**src/rtl/mips_pkg.sv**
```systemverilog
// mips_pkg: ALU control codes and multiply-sequencer state encoding shared across the datapath
package mips_pkg;
   localparam logic [2:0] ALU_MULU = 3'b011;
   localparam logic [2:0] ALU_MFHI = 3'b100;
   localparam logic [2:0] ALU_MFLO = 3'b101;
   typedef enum logic [1:0] {IDLE = 2'd0, RUN = 2'd1, DONE = 2'd2} mulu_state_t;
endpackage

```
**src/rtl/mulu_seq_ctrl_if.sv**
```systemverilog
// mulu_seq_ctrl_if: decode-side issue/read signals and committed HI/LO of the mulu sequencer
interface mulu_seq_ctrl_if #(parameter int WIDTH = 32);
   logic             start;
   logic [WIDTH-1:0] opa;
   logic [WIDTH-1:0] opb;
   logic             rd_hi;
   logic             rd_lo;
   logic             flush;
   logic [WIDTH-1:0] hi;
   logic [WIDTH-1:0] lo;
   logic             busy;
   logic             stall;
   logic             done;
   modport master (output start, opa, opb, rd_hi, rd_lo, flush, input hi, lo, busy, stall, done);
   modport slave  (input start, opa, opb, rd_hi, rd_lo, flush, output hi, lo, busy, stall, done);
endinterface

```
**src/rtl/mulu_step.sv**
```systemverilog
// mulu_step: one shift-add iteration, adding multiplicand times a BPC-bit multiplier digit
module mulu_step #(
   parameter int WIDTH = 32,
   parameter int BPC   = 1
) (
   input  logic [2*WIDTH-1:0] acc_in,
   input  logic [2*WIDTH-1:0] mcand,
   input  logic [BPC-1:0]     digit,
   output logic [2*WIDTH-1:0] acc_out
);
   always_comb begin
      acc_out = acc_in;
      for (int i = 0; i < BPC; i++)
         if (digit[i]) acc_out = acc_out + (mcand << i);
   end
endmodule

```
**src/rtl/mulu_seq_ctrl.sv**
```systemverilog
// mulu_seq_ctrl: iterative unsigned multiply sequencer with atomic HI/LO commit and mfhi/mflo interlock
module mulu_seq_ctrl
   import mips_pkg::*;
#(
   parameter int WIDTH = 32,
   parameter int BPC   = 1
) (
   input logic             clk,
   input logic             reset_n,
   mulu_seq_ctrl_if.slave  bus
);
   localparam int N  = WIDTH / BPC;
   localparam int CW = (N > 1) ? $clog2(N) : 1;
   mulu_state_t        state, state_n;
   logic [CW-1:0]      count;
   logic [2*WIDTH-1:0] acc, mcand, acc_next;
   logic [WIDTH-1:0]   mplier, hi_q, lo_q;
   logic               accept, last;
   mulu_step #(.WIDTH(WIDTH), .BPC(BPC)) u_step (
      .acc_in (acc),
      .mcand  (mcand),
      .digit  (mplier[BPC-1:0]),
      .acc_out(acc_next)
   );
   // DONE accepts a new issue exactly like IDLE, so back-to-back mulu costs no bubble
   assign accept = (state != RUN) & bus.start & ~bus.flush;
   assign last   = count == CW'(N - 1);
   always_comb begin
      state_n = IDLE;
      state_n = (state == RUN) ? (bus.flush ? IDLE : (last ? DONE : RUN)) : (accept ? RUN : IDLE);
   end
   always_ff @(posedge clk or negedge reset_n) begin
      if (!reset_n) begin
         state  <= IDLE;
         count  <= '0;
         acc    <= '0;
         mcand  <= '0;
         mplier <= '0;
         hi_q   <= '0;
         lo_q   <= '0;
      end else begin
         state <= state_n;
         if (accept) begin
            acc    <= '0;
            mcand  <= {{WIDTH{1'b0}}, bus.opa};
            mplier <= bus.opb;
            count  <= '0;
         end else if (state == RUN && !bus.flush) begin
            acc    <= acc_next;
            mcand  <= mcand << BPC;
            mplier <= mplier >> BPC;
            count  <= count + 1'b1;
            // commit straight from the adder so HI/LO never expose a partial sum
            if (last) {hi_q, lo_q} <= acc_next;
         end
      end
   end
   assign bus.hi    = hi_q;
   assign bus.lo    = lo_q;
   assign bus.busy  = state == RUN;
   assign bus.done  = state == DONE;
   assign bus.stall = bus.busy & (bus.start | bus.rd_hi | bus.rd_lo);
endmodule
```
**src/flat_wrapper.sv**
```systemverilog
// flat-port wrapper written by rule: the top's interface ports become plain ports
module mulu_seq_ctrl_flat import mips_pkg::*;
#(
   parameter int WIDTH = 32,
   parameter int BPC   = 1
)
  (clk, reset_n, bus_start, bus_opa, bus_opb, bus_rd_hi, bus_rd_lo, bus_flush, bus_hi, bus_lo, bus_busy, bus_stall, bus_done);
  mulu_seq_ctrl_if #(.WIDTH(WIDTH)) bus_i ();
  input logic clk;
  input logic reset_n;
  input wire logic [$bits(bus_i.start)-1:0] bus_start;
  input wire logic [$bits(bus_i.opa)-1:0] bus_opa;
  input wire logic [$bits(bus_i.opb)-1:0] bus_opb;
  input wire logic [$bits(bus_i.rd_hi)-1:0] bus_rd_hi;
  input wire logic [$bits(bus_i.rd_lo)-1:0] bus_rd_lo;
  input wire logic [$bits(bus_i.flush)-1:0] bus_flush;
  output wire logic [$bits(bus_i.hi)-1:0] bus_hi;
  output wire logic [$bits(bus_i.lo)-1:0] bus_lo;
  output wire logic [$bits(bus_i.busy)-1:0] bus_busy;
  output wire logic [$bits(bus_i.stall)-1:0] bus_stall;
  output wire logic [$bits(bus_i.done)-1:0] bus_done;
  assign bus_i.start = bus_start;
  assign bus_i.opa = bus_opa;
  assign bus_i.opb = bus_opb;
  assign bus_i.rd_hi = bus_rd_hi;
  assign bus_i.rd_lo = bus_rd_lo;
  assign bus_i.flush = bus_flush;
  assign bus_hi = bus_i.hi;
  assign bus_lo = bus_i.lo;
  assign bus_busy = bus_i.busy;
  assign bus_stall = bus_i.stall;
  assign bus_done = bus_i.done;
  mulu_seq_ctrl #(.WIDTH(WIDTH), .BPC(BPC)) u_core (.clk(clk), .reset_n(reset_n), .bus(bus_i));
endmodule
```
**config.mk**
```make
export PLATFORM = sky130hd
export DESIGN_NAME = mulu_seq_ctrl_flat
export DESIGN_NICKNAME = d
export VERILOG_FILES = /design/src/rtl/mips_pkg.sv /design/src/rtl/mulu_seq_ctrl_if.sv /design/src/rtl/mulu_step.sv /design/src/rtl/mulu_seq_ctrl.sv /design/src/flat_wrapper.sv
export SDC_FILE = /design/constraint.sdc
export NUM_CORES = 1
export LEC_CHECK = 0
export ABC_AREA = 0
export BUFFER_PORTS_ARGS = -buffer_cell sky130_fd_sc_hd__buf_4
export CAP_MARGIN = 5
export CORE_MARGIN = 5
export CORE_UTILIZATION = 40
export CTS_CLUSTER_DIAMETER = 120
export DETAILED_ROUTE_END_ITERATION = 12
export PLACE_DENSITY_LB_ADDON = 0.08
export REMOVE_ABC_BUFFERS = 1
export SYNTH_ARGS = -nofsm -noshare
export SYNTH_HDL_FRONTEND = slang
export SYNTH_HIERARCHICAL = 1
export SYNTH_SLANG_ARGS = --single-unit
export TNS_END_PERCENT = 30
```
**constraint.sdc**
```tcl
create_clock -name clk -period 3.1 [get_ports clk]
set_clock_uncertainty 0.15 [all_clocks]
set_input_delay 0.775 -clock clk [delete_from_list [all_inputs] [get_ports clk]]
set_output_delay 0.775 -clock clk [all_outputs]
set_load 0.005 [all_outputs]
```
== Yosys cells after proc, flatten, opt, wreduce, memory -nomap -nowiden ==
Index checks and enable logic that the tools add are counted.
W data, S select, Z words.

* Word-level logic and storage cells: 37
* Input port bits: 70
* Bits in registers: 231
* Output and inout port bits: 67

* Reductions and logical operators: 4
* Add/sub/neg operators: 2
* Bitwise gates (word level): 7
* Mux-type cells: 13
* Eq/ne operators: 4

{| class="wikitable"
|+ Operators by type and width
! kind !! number
|-
| $mux W64 || 5
|-
| $add A64 B64 Y64 || 1
|-
| $mux W32 || 2
|-
| $mux W5 || 2
|-
| $mux W2 || 3
|-
| $add A5 B1 Y5 const B || 1
|-
| $eq A5 B5 Y1 const B || 1
|-
| $and A1 B1 Y1 || 3
|-
| $reduce_and A3 Y1 || 1
|-
| $eq A2 B1 Y1 const B || 1
|-
| $eq A2 B2 Y1 const B || 1
|-
| $ne A2 B1 Y1 const B || 1
|-
| $not A1 Y1 || 2
|-
| $or A1 B1 Y1 || 2
|-
| $reduce_bool A2 Y1 || 1
|-
| $logic_and A1 B1 Y1 || 1
|-
| $logic_not A1 Y1 || 1
|-
| $mux W1 || 1
|}

== Depth between registers and ports, before layout ==
* Word-level depth: 5
* Gate-level depth with buffers: 13
* Depth with buffers taken out: 13

== By module ==
Netlist, hierarchy kept.

{| class="wikitable"
|+ Modules (own cells, without submodules)
! module !! cells each !! seq. area each (µm²) !! times used !! area each (µm²)
|-
| mulu_seq_ctrl || 673 || 5780.5 || 1 || 9591.7
|-
| mulu_step || 665 || 0.0 || 1 || 4652.0
|}

== Worst setup path before layout ==
No wires, ideal clock.

* Kind: register -> register
* Start point: register u_core.mcand[0]
* End point: register u_core.hi_q[4] (netlist: u_core/bus.hi[4])
* Setup slack: -0.331 ns
* Data required time: 2.825 ns
* Library setup time: 0.125 ns
* Period minus slack after synthesis: 3.431 ns
* Path buffers: 0
* Data arrival time: 3.156 ns
* Stages on the path, launching flop included: 14
* Path through: dfrtp_1 > ha_1 > fa_1 > a211o_1 > o211ai_2 > a2111o_1 > a21oi_1 > o2111a_1 > o21ai_1 > nand2_1 > a21boi_1 > xnor2_1 > mux2_2 > mux2_4

* Cells in the longest elaborated chain, start to end: 2

{| class="wikitable"
|+ RTL lines
! element !! line !! RTL
|-
| start, declared || mulu_seq_ctrl.sv:16 || <nowiki>logic [2*WIDTH-1:0] acc, mcand, acc_next;</nowiki>
|-
| start signal, assigned || mulu_seq_ctrl.sv:45 || <nowiki>mcand <= {{WIDTH{1'b0}}, bus.opa};</nowiki>
|-
| start signal, assigned || mulu_seq_ctrl.sv:50 || <nowiki>mcand <= mcand << BPC;</nowiki>
|-
| $add A64 B64 Y64 || mulu_step.sv:14 || <nowiki>if (digit[i]) acc_out = acc_out + (mcand << i);</nowiki>
|-
| $mux W64 || mulu_step.sv:14 ||
|-
| via u_core.acc_next[36] || mulu_seq_ctrl.sv:16 ||
|-
| end signal, assigned || mulu_seq_ctrl.sv:54 || <nowiki>if (last) {hi_q, lo_q} <= acc_next;</nowiki>
|-
| end, declared || mulu_seq_ctrl.sv:17 || <nowiki>logic [WIDTH-1:0] mplier, hi_q, lo_q;</nowiki>
|}

The timed path passes the listed nets, and every way through them passes these cells.
A chain may end at the register's enable or synchronous reset.

== Final worst setup path ==
* Start point: register u_core.mcand[7]
* End point: register u_core.hi_q[14] (netlist: u_core/bus.hi[14])

The elaborated chain is that of the path after synthesis.

==> results.py <==
metrics = {
    "status": {
        "status": "finished, violations left",
        "violations": "setup timing",
    },
    "timing": {
        "min_period_ns": 3.61,
        "hold_slack_ns": 0.0218,
        "fmax_ghz": 0.277,
        "relSlewSlack_pct": 44.5,
        "tightest_slew_ns": 0.831,
        "setup_ws_ns": -0.508,
        "maxSlewViolCount": 0,
        "finalSetupViolations": 76,
        "grt_setup_unrepaired": "true",
        "hold_viol_final": 0,
        "min_period_over_period_pct": 116,
    },
    "setup_path": {
        "r2r_setup_slack_ns": -0.51,
        "ff2ff_path_depth": 12,
        "crit_path_start_kind": "flip-flop",
        "crit_type": "flip-flop to flip-flop",
        "critical_path.top_delay_family": "compound AO/OA/AOI/OAI gates",
        "crit_fanout": 5,
        "slowest_delay_ns": 0.55,
        "r2r_end": "u_core/bus.hi[14]",
        "critPathBufInv": 1,
        "cp.depth": 12,
        "cp_slowest_cell": "a2111o_1",
        "cp-end-kind": "flip-flop",
        "startpoint": "u_core/mcand[7]",
        "cp_cell_sequence": "ha_4 > a21o_1 > nor3_1 > a2111o_1 > a2111oi_4 > nor2_2 > o41a_1 > o21bai_2 > buf_4 > xnor2_2 > mux2_4 > mux2_4",
        "crit_arrival_ns": 3.87,
        "worstPathRequired_ns": 3.36,
        "rr_startpoint": "u_core/mcand[7]",
        "critPathCapture": "u_core/bus.hi[14]",
        "path_common_cell": "mux2_4",
    },
    "yosys": {
        "synthArstFlopShare_pct": 100,
        "synth-main-ff-cell": "dfrtp_1",
        "syn_area_sq_mm": 0.0142,
        "yosysSeqAreaShare_pct": 40.6,
        "syn_avg_cell_area_sq_um": 10.6,
        "synth-edff-count": 0,
        "yosysUniqueCellTypes": 71,
        "postSynthCellCount": 1338,
        "synth_warnings": 6,
        "yosys_register_bits": 231,
    },
    "power_and_ir_drop": {
        "seq_power_share_pct": 36.6,
        "swShare_pct": 28.3,
        "power.leakage_nw": 9.34,
        "switching_power_w": 0.00267,
        "ir_drop_v": 0.000527,
        "power_density_mw_per_mm2": 493,
        "clkPwrFrac_pct": 37.5,
        "pwr-share-comb_pct": 26.0,
        "internal_power_w": 0.00676,
    },
    "placed_design": {
        "pre_cts_slack_ns": -0.602,
        "dpl.hpwl_um": 27700,
        "gp_congestion": 0.861,
        "port_buffers": 136,
    },
    "grt": {
        "grt_pass1_wl_um": 67600,
        "first_global_vias": 12200,
        "grt_max_degree": 100,
        "grt_use_total_pct": 20.7,
        "grt_antenna_before_repair": 0,
        "grt_overflow": 0,
    },
    "detailed_routing": {
        "drt-total-wl_um": 41600,
        "drc": 0,
        "first_pass_iters": 5,
        "routedWlPerCell_um": 19.6,
        "detail-route-antenna-nets": 0,
        "vias": 11900,
        "vias_per_cell": 5.57,
        "drtIter0Drc": 750,
    },
    "floorplan": {
        "die_height_um": 199,
        "core_area_sq_mm": 0.0354,
        "die_area_sq_mm": 0.0395,
        "rows": 69,
        "fp.dieW_um": 199,
        "start_util_pct": 40.2,
        "pin_count": 137,
    },
    "clock_network": {
        "cts_tree": "yes",
        "clk_latency_ns": 0.54,
        "clk_pin_slew_ns": 0.06,
        "clock_sinks": 231,
        "cts_buffer_depth": 3,
        "cts_htree_levels": 1,
        "cts_made_buffers": 27,
        "root_buffer": "clkbuf_16",
    },
    "final_layout": {
        "nets": 1786,
        "diodes": 0,
        "area_growth_pct": 34.3,
        "drive_gt1_share_pct": 39.7,
        "final_common_cell": "buf_4",
        "final_cell_mix": "buf_4 (369), dfrtp_1 (228), a22o_1 (101)",
        "fill_cells": 3169,
    },
    "flow_run": {
        "maxCapViolCount": 0,
    },
    "hold_path": {
        "hold_class": "input pin to async pin",
    },
}
what timing repair did:
action                                  CTS  global route
pin swaps                                17            41
setup buffers                             8             9
endpoints found under the setup margin   95            96
hold buffers                              0             0
gates resized for setup                  65           108
worst min-delay path by stage:
stage                            from                 to  slack (ns)  cells after the start
finish                        reset_n  u_core/mplier[13]        0.02                      1
global route                  reset_n  u_core/mplier[13]        0.04                      1
CTS                           reset_n  u_core/mplier[13]        0.03                      1
detailed placement  u_core/mplier[16]  u_core/mplier[16]        0.32                      1
global placement    u_core/mplier[18]  u_core/mplier[18]        0.31                      1
floorplan           u_core/mplier[10]  u_core/mplier[10]        0.30                      1
sequential cells by signal, indices dropped and copies added, names as in the netlist:
signal and flops:
u_core/acc 64, u_core/bus.lo 32, u_core/count 5, u_core/bus.hi 32, u_core/mplier 32, u_core/mcand 64, u_core/state 2
final cells by class:
type                            count  area (sq um)  area share [%]
Clock buffer                       36           779            4.07
Clock inverter                     11           208            1.09
Inverter                           20          75.1           0.392
Multi-Input combinational cell    979          8600            44.9
Sequential cell                   231          5780            30.2
Tap cell                          461           577            3.02
Timing Repair Buffer              391          3110            16.3
worst register-to-register path: stages, from the launching register on:
cell	delay, ns
dfrtp_1	0.41
ha_4	0.31
a21o_1	0.15
nor3_1	0.07
a2111o_1	0.55
a2111oi_4	0.46
nor2_2	0.07
o41a_1	0.41
o21bai_2	0.17
buf_4	0.15
xnor2_2	0.07
mux2_4	0.27
mux2_4	0.26
synth_stat cells, drive strengths merged, types with 6 or more instances:
cell type	instances	share of area (%)
o21ai	45	1.6
a21oi	81	2.8
nand4	21	0.92
clkbuf	76	2.0
buf	32	1.7
nor2b	6	0.26
dfrtp	231	41
nand2b	8	0.35
nor2	48	1.3
mux2	117	11
nor3	14	0.49
nand3	10	0.35
inv	20	0.53
and2	9	0.41
o2bb2ai	65	4.0
and3b	62	3.8
and3	7	0.31
xnor2	37	2.3
xor2	18	1.1
a31oi	67	2.9
a211oi	9	0.47
o21bai	19	1.1
a22o	101	6.2
a21o	47	2.5
ha	65	5.7
nand2	59	1.6
logic make-up after synthesis:
family,count (synthesis),share of synthesized area [%]
compound gates,480,24.7
simple gates,260,10.6
flops,231,40.6
buf+inv,128,4.29
mux,118,10.6
fa+ha+maj,66,5.85
xor+xnor,55,3.38
per-layer routing:
| metal | wire [um] | vias up | GRT usage, % |
|---|---|---|---|
| met5 | 0 | - | 0 |
| met4 | 422 | 0 | 3.06 |
| met3 | 1780 | 30 | 2.76 |
| met2 | 19200 | 221 | 33.1 |
| met1 | 20200 | 5871 | 30.7 |
| li1 | - | 5733 | - |
power by group through the flow:
stage               clock (W)  sequential (W)  combinational (W)
floorplan                   0         0.00347            0.00115
CTS                   0.00362         0.00344            0.00232
global placement            0         0.00347            0.00219
detailed placement          0         0.00347            0.00221
finish                0.00353         0.00345            0.00245
global route          0.00376         0.00348            0.00269
stage by stage:
| step | area, sq um | utilization, % | power (W) | std cells | TNS (ns) |
|---|---|---|---|---|---|
| after CTS | 18600 | 52.6 | 0.00939 | 2121 | -21.66 |
| after global routing | 19100 | 54.0 | 0.00993 | 2129 | -27.94 |
| after global placement | 17300 | 48.8 | 0.00566 | 2067 | -32.14 |
| final | 19100 | 54.0 | 0.00943 | 2129 | -17.79 |
| after detailed placement | 17300 | 48.8 | 0.00568 | 2067 | -34.38 |
| after floorplan | 13700 | - | 0.00462 | 1230 | -691.16 |
No activity file was read; power rests on OpenSTA's default activity.
